`config.mk`:
```
export PLATFORM = sky130hd
export DESIGN_NAME = width_serializer
export DESIGN_NICKNAME = d
export VERILOG_FILES = /design/src/rtl/width_serializer.sv
export SDC_FILE = /design/constraint.sdc
export NUM_CORES = 1
export LEC_CHECK = 0
export ABC_AREA = 0
export CAP_MARGIN = 20
export CORE_AREA = 2 2 53 55
export CTS_CLUSTER_SIZE = 30
export DETAILED_ROUTE_END_ITERATION = 10
export DIE_AREA = 0 0 55 57
export DONT_BUFFER_PORTS = 1
export PLACE_DENSITY_LB_ADDON = 0.2
export SYNTH_ARGS = -nofsm -noshare
export SYNTH_HDL_FRONTEND = slang
export SYNTH_SLANG_ARGS = --single-unit
```
`constraint.sdc`:
```
create_clock -name clk_i -period 1.85 [get_ports clk_i]
set_input_delay 0.37 -clock clk_i [delete_from_list [all_inputs] [get_ports clk_i]]
set_output_delay 0.37 -clock clk_i [all_outputs]
set_load 0.05 [all_outputs]
```
`src/rtl/width_serializer.sv`:
```
// ============================================================================
// width_serializer: splits width_p-bit words into out_width_p chunks, LSB first.
// Optional one-word prefetch when WIDTH_SERIALIZER_PREFETCH_EN is defined.
// Revision: 1.0
// ============================================================================
`default_nettype none

module width_serializer #(
  parameter int width_p     = 32,
  parameter int out_width_p = 8
) (
  input  logic                   clk_i,
  input  logic                   reset_i,
  input  logic [width_p-1:0]     data_i,
  input  logic                   valid_i,
  output logic                   ready_o,
  output logic [out_width_p-1:0] data_o,
  output logic                   valid_o,
  input  logic                   ready_i,
  output logic                   last_o
);

  localparam int RATIO = width_p / out_width_p;
  localparam int CNT_W = (RATIO > 1) ? $clog2(RATIO) : 1;
  localparam logic [CNT_W-1:0] LAST_CNT = CNT_W'(RATIO - 1);

  if (width_p % out_width_p != 0) begin : g_width_check
    $error("width_serializer: width_p must be a multiple of out_width_p");
  end

  typedef enum logic [0:0] {
    IDLE = 1'b0,
    SEND = 1'b1
  } state_e;

  state_e             state_q, state_d;
  logic [width_p-1:0] shift_q, shift_d;
  logic [CNT_W-1:0]   cnt_q, cnt_d;
  logic [width_p-1:0] shift_next;
  logic               accept;
  logic               beat;

  // The word shifts right on every beat, so the current chunk is always the low slice.
  if (RATIO > 1) begin : g_shift
    assign shift_next = {{out_width_p{1'b0}}, shift_q[width_p-1:out_width_p]};
  end else begin : g_no_shift
    assign shift_next = '0;
  end

  assign data_o  = shift_q[out_width_p-1:0];
  assign valid_o = (state_q == SEND);
  assign last_o  = valid_o && (cnt_q == LAST_CNT);
  assign accept  = valid_i && ready_o;
  assign beat    = valid_o && ready_i;

`ifdef WIDTH_SERIALIZER_PREFETCH_EN
  logic [width_p-1:0] hold_q, hold_d;
  logic               hold_full_q, hold_full_d;

  assign ready_o = !hold_full_q;

  always_comb begin
    state_d     = state_q;
    shift_d     = shift_q;
    cnt_d       = cnt_q;
    hold_d      = hold_q;
    hold_full_d = hold_full_q;
    case (state_q)
      IDLE: begin
        if (accept) begin
          shift_d = data_i;
          cnt_d   = '0;
          state_d = SEND;
        end
      end
      SEND: begin
        if (beat && last_o) begin
          cnt_d = '0;
          if (hold_full_q) begin
            shift_d     = hold_q;
            hold_full_d = 1'b0;
          end else if (accept) begin
            shift_d = data_i;
          end else begin
            shift_d = shift_next;
            state_d = IDLE;
          end
        end else begin
          if (beat) begin
            shift_d = shift_next;
            cnt_d   = cnt_q + CNT_W'(1);
          end
          if (accept) begin
            hold_d      = data_i;
            hold_full_d = 1'b1;
          end
        end
      end
      default: state_d = IDLE;
    endcase
  end

  always_ff @(posedge clk_i) begin
    if (reset_i) begin
      hold_q      <= '0;
      hold_full_q <= 1'b0;
    end else begin
      hold_q      <= hold_d;
      hold_full_q <= hold_full_d;
    end
  end
`else
  assign ready_o = (state_q == IDLE);

  always_comb begin
    state_d = state_q;
    shift_d = shift_q;
    cnt_d   = cnt_q;
    case (state_q)
      IDLE: begin
        if (accept) begin
          shift_d = data_i;
          cnt_d   = '0;
          state_d = SEND;
        end
      end
      SEND: begin
        if (beat) begin
          shift_d = shift_next;
          if (last_o) begin
            cnt_d   = '0;
            state_d = IDLE;
          end else begin
            cnt_d = cnt_q + CNT_W'(1);
          end
        end
      end
      default: state_d = IDLE;
    endcase
  end
`endif

  always_ff @(posedge clk_i) begin
    if (reset_i) begin
      state_q <= IDLE;
      shift_q <= '0;
      cnt_q   <= '0;
    end else begin
      state_q <= state_d;
      shift_q <= shift_d;
      cnt_q   <= cnt_d;
    end
  end

endmodule

`default_nettype wire

```
After elaboration in Yosys (flattened, before gate mapping) --
Cells that the tools add are included.
Word-level totals: word-level logic and storage cells 23, memory bits (writable) 0, memories kept 0, latch bits 0, bits in read-only memories 0, bits of input ports 36, output and inout port bits 11, register bits after elaboration 35
Cells by class: reductions and logical operators 4, $add $sub $neg 1, shifts and indexed selects 0, bitwise gates (word level) 1, multipliers 0, divide/modulo/power cells 0, equal/unequal tests 3, $lt $le $gt $ge 0, muxes and demuxes 11
Operator list (count):
- 32-bit 2-to-1 mux | 2
- 32-bit case mux with 2 select lines | 1
- 2-bit 2-to-1 mux | 3
- 2-bit by 1-bit != test with 1-bit output (second input constant) | 2
- 2-bit case mux with 2 select lines | 1
- 1-bit logical AND | 3
- 1-bit 2-to-1 mux | 3
- 2-bit by 1-bit adder with 2-bit output (second input constant) | 1
- 2-bit equality test (second input constant) | 1
- 1-bit case mux with 2 select lines | 1
- 2-bit AND reduction | 1
- 1-bit inverter | 1

Logic depth before layout (Yosys ltp) --
Gate-level depths: netlist of run 1.
depth in word-level cells 5, gate-level depth with buffers 5, mapped depth without buffers 3

Worst setup path after synthesis of run 1 --
OpenSTA, ideal clock, no wires.
kind register to output, start point reg state_q (netlist: valid_o), end point out last_o, path slack 14 ps, cell stages (with the launch flop) 4, buffers on the path 2, arrival 1466 ps, data required time 1480 ps, cell sequence dfxtp_1 -> buf_6 -> buf_2 -> and2_1
On the way: word-level cells in the longest chain between the ends 1
RTL lines:
- start, declared | RTL line 36 | state_e state_q, state_d;
- start signal, assigned | RTL line 149 | state_q <= state_d;
- 1-bit logical AND | RTL line 52 | assign last_o = valid_o && (cnt_q == LAST_CNT);
- end, declared | RTL line 20 | output logic last_o
Every way passes these cells.

Worst setup path in the final report of run 1 --
start point reg state_q (netlist: valid_o), end point out ready_o
On the way: word-level cells in the longest chain between the ends 1
RTL lines:
- 1-bit inverter
- end, declared | RTL line 16 | output logic ready_o,
Every way passes these cells.

==> results of run 1 <==
==> state kept, by name, indices dropped and copies added (netlist names) <==
register / cells
shift_q: 32
cnt_q: 2
valid_o: 1
==> metal layers <==
| metal | global-route usage | vias to the layer above | share of wire | wire [microns] |
|---|---|---|---|---|
| li1 | - | 538 | - | - |
| met1 | 0.247 | 469 | 0.48 | 1320 |
| met2 | 0.277 | 37 | 0.43 | 1200 |
| met3 | 0.0942 | 4 | 0.081 | 224 |
| met4 | 0.0732 | 0 | 0.0090 | 25 |
| met5 | 0 | - | 0 | 0 |
==> worst reg2reg max path, cell delays in order (launching register included) <==
cell and delay (ps):
dfxtp_2 500, mux2_4 550, nor2_1 100, a211oi_1 220
==> per-stage QoR <==
stage                util  instance area [sq um]  power [mW]  instances  setup WS, ps
floorplan               -                   1590        1.15        158          14.2
global placement    0.585                   1530        1.13        171           479
global route        0.604                   1580        1.59        179           103
finish              0.604                   1580        1.51        179           183
detailed placement  0.585                   1530        1.14        171           399
CTS                 0.604                   1580        1.53        179           167
==> cell usage after synthesis (all sizes together) <==
master	instances
nand2	1
a211oi	25
and2	1
clkbuf	3
mux2i	25
nor2b	1
a311oi	1
inv	1
a22oi	8
ha	1
a21oi	2
buf	19
nor2	33
nand4b	1
mux2	1
dfxtp	35
==> worst min-delay path by stage <==
stage	start	to	slack, ps	cells past startpoint
after floorplan	cnt_q[1]$_SDFFE_PP0P_	cnt_q[1]$_SDFFE_PP0P_	440	2
after global placement	reset_i	shift_q[1]$_SDFFE_PP0P_	440	1
after CTS	reset_i	shift_q[1]$_SDFFE_PP0P_	70	1
after detailed placement	reset_i	shift_q[1]$_SDFFE_PP0P_	440	1
final	reset_i	shift_q[1]$_SDFFE_PP0P_	80	1
after global routing	reset_i	shift_q[3]$_SDFFE_PP0P_	40	1
==> layout make-up <==
type                    instances  area (sq um)  area share
flip-flops and latches         35           702       0.444
well taps                      31          38.8      0.0245
clock inverters                 1          5.00     0.00317
multi-input cells             100           743       0.470
clock buffers                   7          45.0      0.0285
inverters                       1          3.75     0.00238
repair buffers                  4          42.5      0.0269
==> cell usage in the layout (no fill, tap or decap) <==
master and count:
dfxtp_1 34, nor2_1 33, mux2i_1 25, a211oi_1 15
a211oi_2 10, a22oi_1 8, clkbuf_4 5, buf_4 3
a21oi_1 2, clkbuf_1 2, and2_1 1, inv_1 1
mux2_4 1, nor2b_1 1, a311oi_1 1, nand2_1 1
nand4b_1 1, ha_1 1, clkinv_2 1, buf_12 1
dfxtp_2 1
==> power by group through the flow <==
stage / sequential, mW / clock (mW) / combinational [mW]
6_report: 0.910 / 0.389 / 0.213
5_1_grt: 0.920 / 0.432 / 0.236
4_1_cts: 0.911 / 0.403 / 0.216
3_5_place_dp: 0.929 / 0 / 0.215
3_3_place_gp: 0.926 / 0 / 0.208
2_1_floorplan: 0.861 / 0 / 0.289
==> kinds of logic (layout without fill, tap and decap cells) <==
kind of cell / Yosys count / in the layout / synth area share
fa+ha+maj: 1 / 1 / 0.00787
mux: 26 / 26 / 0.167
flops: 35 / 35 / 0.441
compound gates: 36 / 36 / 0.199
buf+inv: 23 / 13 / 0.0921
simple gates: 37 / 37 / 0.0936
==> flow_summary.ini, run 1 <==
[status]
status = finished clean

[power]
ir_drop_uv = 844
power.density_nw_per_um2 = 957
sw_frac_of_total = 0.299
clockPowerShare = 0.257
p_seq_frac = 0.602
pwr-share-comb = 0.141
p_int_mw = 1.06
leakagePower_nw = 0.603
p_sw_uw = 452

[floorplanning]
die_w_microns = 55
coreArea_sq_um = 2620
initial_utilization = 0.608
pin_count = 47
std_cell_rows = 19
fp.dieH_microns = 57
die-area_sq_um = 3140

[clock_network]
numCtsBuffers = 5
htreeDepth = 2
cts.sinks = 35
cts_tree = done
cts-resized-gates = 0
cts_buffer_depth = 2
post_cts_buffers = 0
clkLatencyLatePin_ps = 340
cts_hold_buf = 0
cts_root_buf = clkbuf_4
path_clk_slew_ps = 100

[yosys]
synth_area_per_cell_sq_um = 10.1
mappedNetlistArea_sq_um = 1590
syn-num-nets = 195
synth_seq_cells = 35
synth.top_cells.by_area = dfxtp_1, mux2i_1, a211oi_2, nor2_1, a211oi_1
synth.distinct_cells = 20
ys_warn_count = 0
synth_top_area_share = 0.441
yosysSeqAreaShare = 0.441
synth_top_area_cell = dfxtp_1
syn_inst = 158

[sta]
clock-skew-final_ps = 12.9
tightest_slew_ps = 553
clock.fmax_mhz = 600
hold_viol_final = 0
post-route-period-util = 0.901
finalMaxSlewViolations = 0
max_slew_margin = 0.631
finalSetupViolCount = 0
min_period_ps = 1670
grt_setup_unrepaired = false
fin_tns_setup_ps = 0
whs_ps = 81.2

[critical_path]
worstSetupStartpointType = flip-flop
required_ps = 1480
crit_cells = 2
path_buf_inv = 2
r2r_end = shift_q[16]$_SDFFE_PP0P_
rr_startpoint = valid_o$_SDFF_PP0_
crit_chain = buf_12, inv_1
crit_path_end = ready_o
rrSetupSlack_ps = 410
crit_type = flip-flop to output pin
critPathMaxFanout = 13
end_kind = output pin
crit_family = flip-flops
cpPeakStageDelay_ps = 500
crit_slowest_cell = dfxtp_2
cp_data_arrival_time_ps = 1300
ff2ff_path_depth = 3
startpoint = valid_o$_SDFF_PP0_

[drt]
drtIter0Drc = 19
drc = 0
viasPerCell = 5.85
drtAntennaViolNets = 0
wirelength_mm = 2.76
drt_pass1_iterations = 4
avgRoutedWirePerCell_microns = 15.4
dr_total_vias = 1048

[layout]
area_growth_pct = -0.629
diodes = 0
nets = 184
fill_cells = 236
drive_gt1_frac = 0.149

[flow_run]
drv_cap = 0

[placed_design]
dp_hpwl_mm = 1.85
gp_congestion = 0.732
io_buffers = 0

[global_routing]
grt_pass1_wl_mm = 4.24
grt_max_degree = 50
overflow = 0
grtUsageTotal = 0.192
antenna_found_initial = 0
grt_pass1_vias = 955

[hold_path]
min_path_type = input port to flip-flop
Note: power is estimated with default switching activity, not from simulation.
==> inputs of run 2 (changes only) <==
--- a/config.mk
+++ b/config.mk
@@ -5,12 +5,12 @@
 export SDC_FILE = /design/constraint.sdc
 export NUM_CORES = 1
 export LEC_CHECK = 0
-export ABC_AREA = 0
+export ABC_AREA = 1
 export CAP_MARGIN = 20
-export CORE_AREA = 2 2 53 55
+export CORE_AREA = 2 2 81 44
 export CTS_CLUSTER_SIZE = 30
 export DETAILED_ROUTE_END_ITERATION = 10
-export DIE_AREA = 0 0 55 57
+export DIE_AREA = 0 0 83 46
 export DONT_BUFFER_PORTS = 1
 export PLACE_DENSITY_LB_ADDON = 0.2
 export SYNTH_ARGS = -nofsm -noshare
==> constraint.sdc (replaced) <==
create_clock -name clk_i -period 1.8 [get_ports clk_i]
set_input_delay 0.36 -clock clk_i [delete_from_list [all_inputs] [get_ports clk_i]]
set_output_delay 0.36 -clock clk_i [all_outputs]
set_load 0.05 [all_outputs]
==> run 2 against run 1 <==
Effect of this change: core utilization is 1.6 points lower; cell area is 20% higher; total power is 18% higher; non-clock buffer count is 1 higher; largest cell class unchanged; clock-buffer cell count stayed put; synthesized cell count is 88% higher; sequential power is 3.0% higher; die area is 22% higher; critical path depth is 2 higher.
==> flow_summary.ini, run 2 <==
[sta]
clock-skew-final_ps = 8.77
post-route-period-util = 0.850
fin_tns_setup_ps = 0
min_period_ps = 1530
max_slew_margin = 0.522
hold_viol_final = 0
whs_ps = 127
finalSetupViolCount = 0
finalMaxSlewViolations = 0
tightest_slew_ps = 712
grt_setup_unrepaired = false
clock.fmax_mhz = 654

[floorplanning]
die_w_microns = 83
fp.dieH_microns = 46
coreArea_sq_um = 3210
std_cell_rows = 15
pin_count = 47
initial_utilization = 0.585
die-area_sq_um = 3820

[critical_path]
rr_startpoint = valid_o$_SDFF_PP0_
worstSetupStartpointType = flip-flop
startpoint = cnt_q[0]$_SDFFE_PP0P_
end_kind = output pin
r2r_end = shift_q[11]$_SDFFE_PP0P_
cp_data_arrival_time_ps = 1170
ff2ff_path_depth = 5
required_ps = 1440
rrSetupSlack_ps = 410
critPathMaxFanout = 3
crit_type = flip-flop to output pin

[clock_network]
cts_root_buf = clkbuf_8
path_clk_slew_ps = 70
clkLatencyLatePin_ps = 290
cts-resized-gates = 0
cts.sinks = 35
numCtsBuffers = 5
cts_tree = done
cts_buffer_depth = 2
cts_hold_buf = 0
post_cts_buffers = 0
htreeDepth = 2

[global_routing]
antenna_found_initial = 0
grt_max_degree = 34
grt_pass1_vias = 1309
grtUsageTotal = 0.211
overflow = 0
grt_pass1_wl_mm = 6.02

[yosys]
asyncSetResetFlopFracSynth = 0
yosysSeqAreaShare = 0.373
synth_edf_count = 0
syn_inst = 297
mappedNetlistArea_sq_um = 1880
synth_top_area_cell = dfxtp_1
synth.distinct_cells = 17
synth.top_cells.by_area = dfxtp_1, nand2_1, nor2_1, nand3_1, inv_1
synth_area_per_cell_sq_um = 6.32
synth_top_area_share = 0.373
ys.flop_type = dfxtp_1
yosys.cell_count.top_type = nand2_1
syn-num-nets = 334
synth_seq_cells = 35
ys_warn_count = 0
synth_commonest_cells = nand2_1, nor2_1, dfxtp_1, nand3_1, inv_1

[drt]
wirelength_mm = 3.83
avgRoutedWirePerCell_microns = 11.7
drtIter0Drc = 87
drt_pass1_iterations = 4
dr_total_vias = 1581
viasPerCell = 4.82
drtAntennaViolNets = 0
drc = 0

[layout]
area_growth_pct = 0.600
postLayoutCellArea_sq_um = 1890
final_common_cell = nand2_1
largest_reg_flops = 32
seq_area_sq_um = 702
diodes = 0
regMostFlops = shift_q
fill_cells = 334
final_cell_mix = nand2_1, nor2_1, dfxtp_1, nand3_1, inv_1
multi_input_area_sq_um = 885
nets = 322
drive_gt1_frac = 0.0594

[placed_design]
dp_hpwl_mm = 2.49
io_buffers = 0
placed_cell_area_sq_um = 1810
gp_congestion = 0.766

[hold_path]
min_to = shift_q[25]$_SDFFE_PP0P_
worstHoldPathCells = 1
min_from = reset_i
min_path_type = input port to flip-flop

[power]
power.total_mw = 1.79
ir_drop_uv = 506
power.density_nw_per_um2 = 947
leakagePower_nw = 0.963

[flow_run]
drv_cap = 0

[status]
status = finished clean
[run 2: through the flow]
| stage | util | setup WS, ps | std cells |
|---|---|---|---|
| CTS | 0.589 | 263 | 328 |
| global route | 0.589 | 159 | 328 |
| global placement | 0.563 | 416 | 320 |
| floorplan | - | 1.83 | 297 |
| detailed placement | 0.563 | 400 | 320 |
| finish | 0.589 | 270 | 328 |
[run 2: worst max path at each step]
stage | depth (start not counted) | end | slack (ps)
floorplan | 4 | last_o | 2
global placement | 5 | shift_q[21]$_SDFFE_PP0P_ | 420
detailed placement | 3 | cnt_q[0]$_SDFFE_PP0P_ | 400
CTS | 4 | last_o | 260
global route | 4 | last_o | 160
finish | 4 | last_o | 270
[run 2: kinds of logic (layout without fill, tap and decap cells)]
family                     count (synthesis)  count (layout)  synth area share
buffers and inverters                     55              44             0.156
adders and majority gates                  1               1           0.00666
and+or+nand+nor                          194             194             0.432
DFF                                       35              35             0.373
AOI/OAI and AO/OA                         12              12            0.0320
[run 2: power by group]
group | total (mW) | switching [mW] | internal [mW]
logic | 0.297 | 0.194 | 0.103
registers | 0.937 | 0.0974 | 0.840
clock network | 0.555 | 0.284 | 0.271
[run 2: critical path, cell delays in order, from the launching register on]
cell and delay [ps]:
dfxtp_1 370, ha_1 210, nand2_1 60, inv_1 90
buf_12 140
[run 2: cell type report]
cell class | instances | share of cell area
Clock buffer | 7 | 0.0404
Multi-Input combinational cell | 207 | 0.468
Clock inverter | 1 | 0.00265
Inverter | 31 | 0.0629
Tap cell | 42 | 0.0278
Sequential cell | 35 | 0.372
Timing Repair Buffer | 5 | 0.0265
[run 2: layer usage]
layer | global-route usage | up-vias | part of all wire
met4 | 0.108 | 0 | 0.0094
met3 | 0.0725 | 4 | 0.067
met2 | 0.297 | 50 | 0.41
li1 | - | 865 | -
met5 | 0 | - | 0
met1 | 0.289 | 662 | 0.51
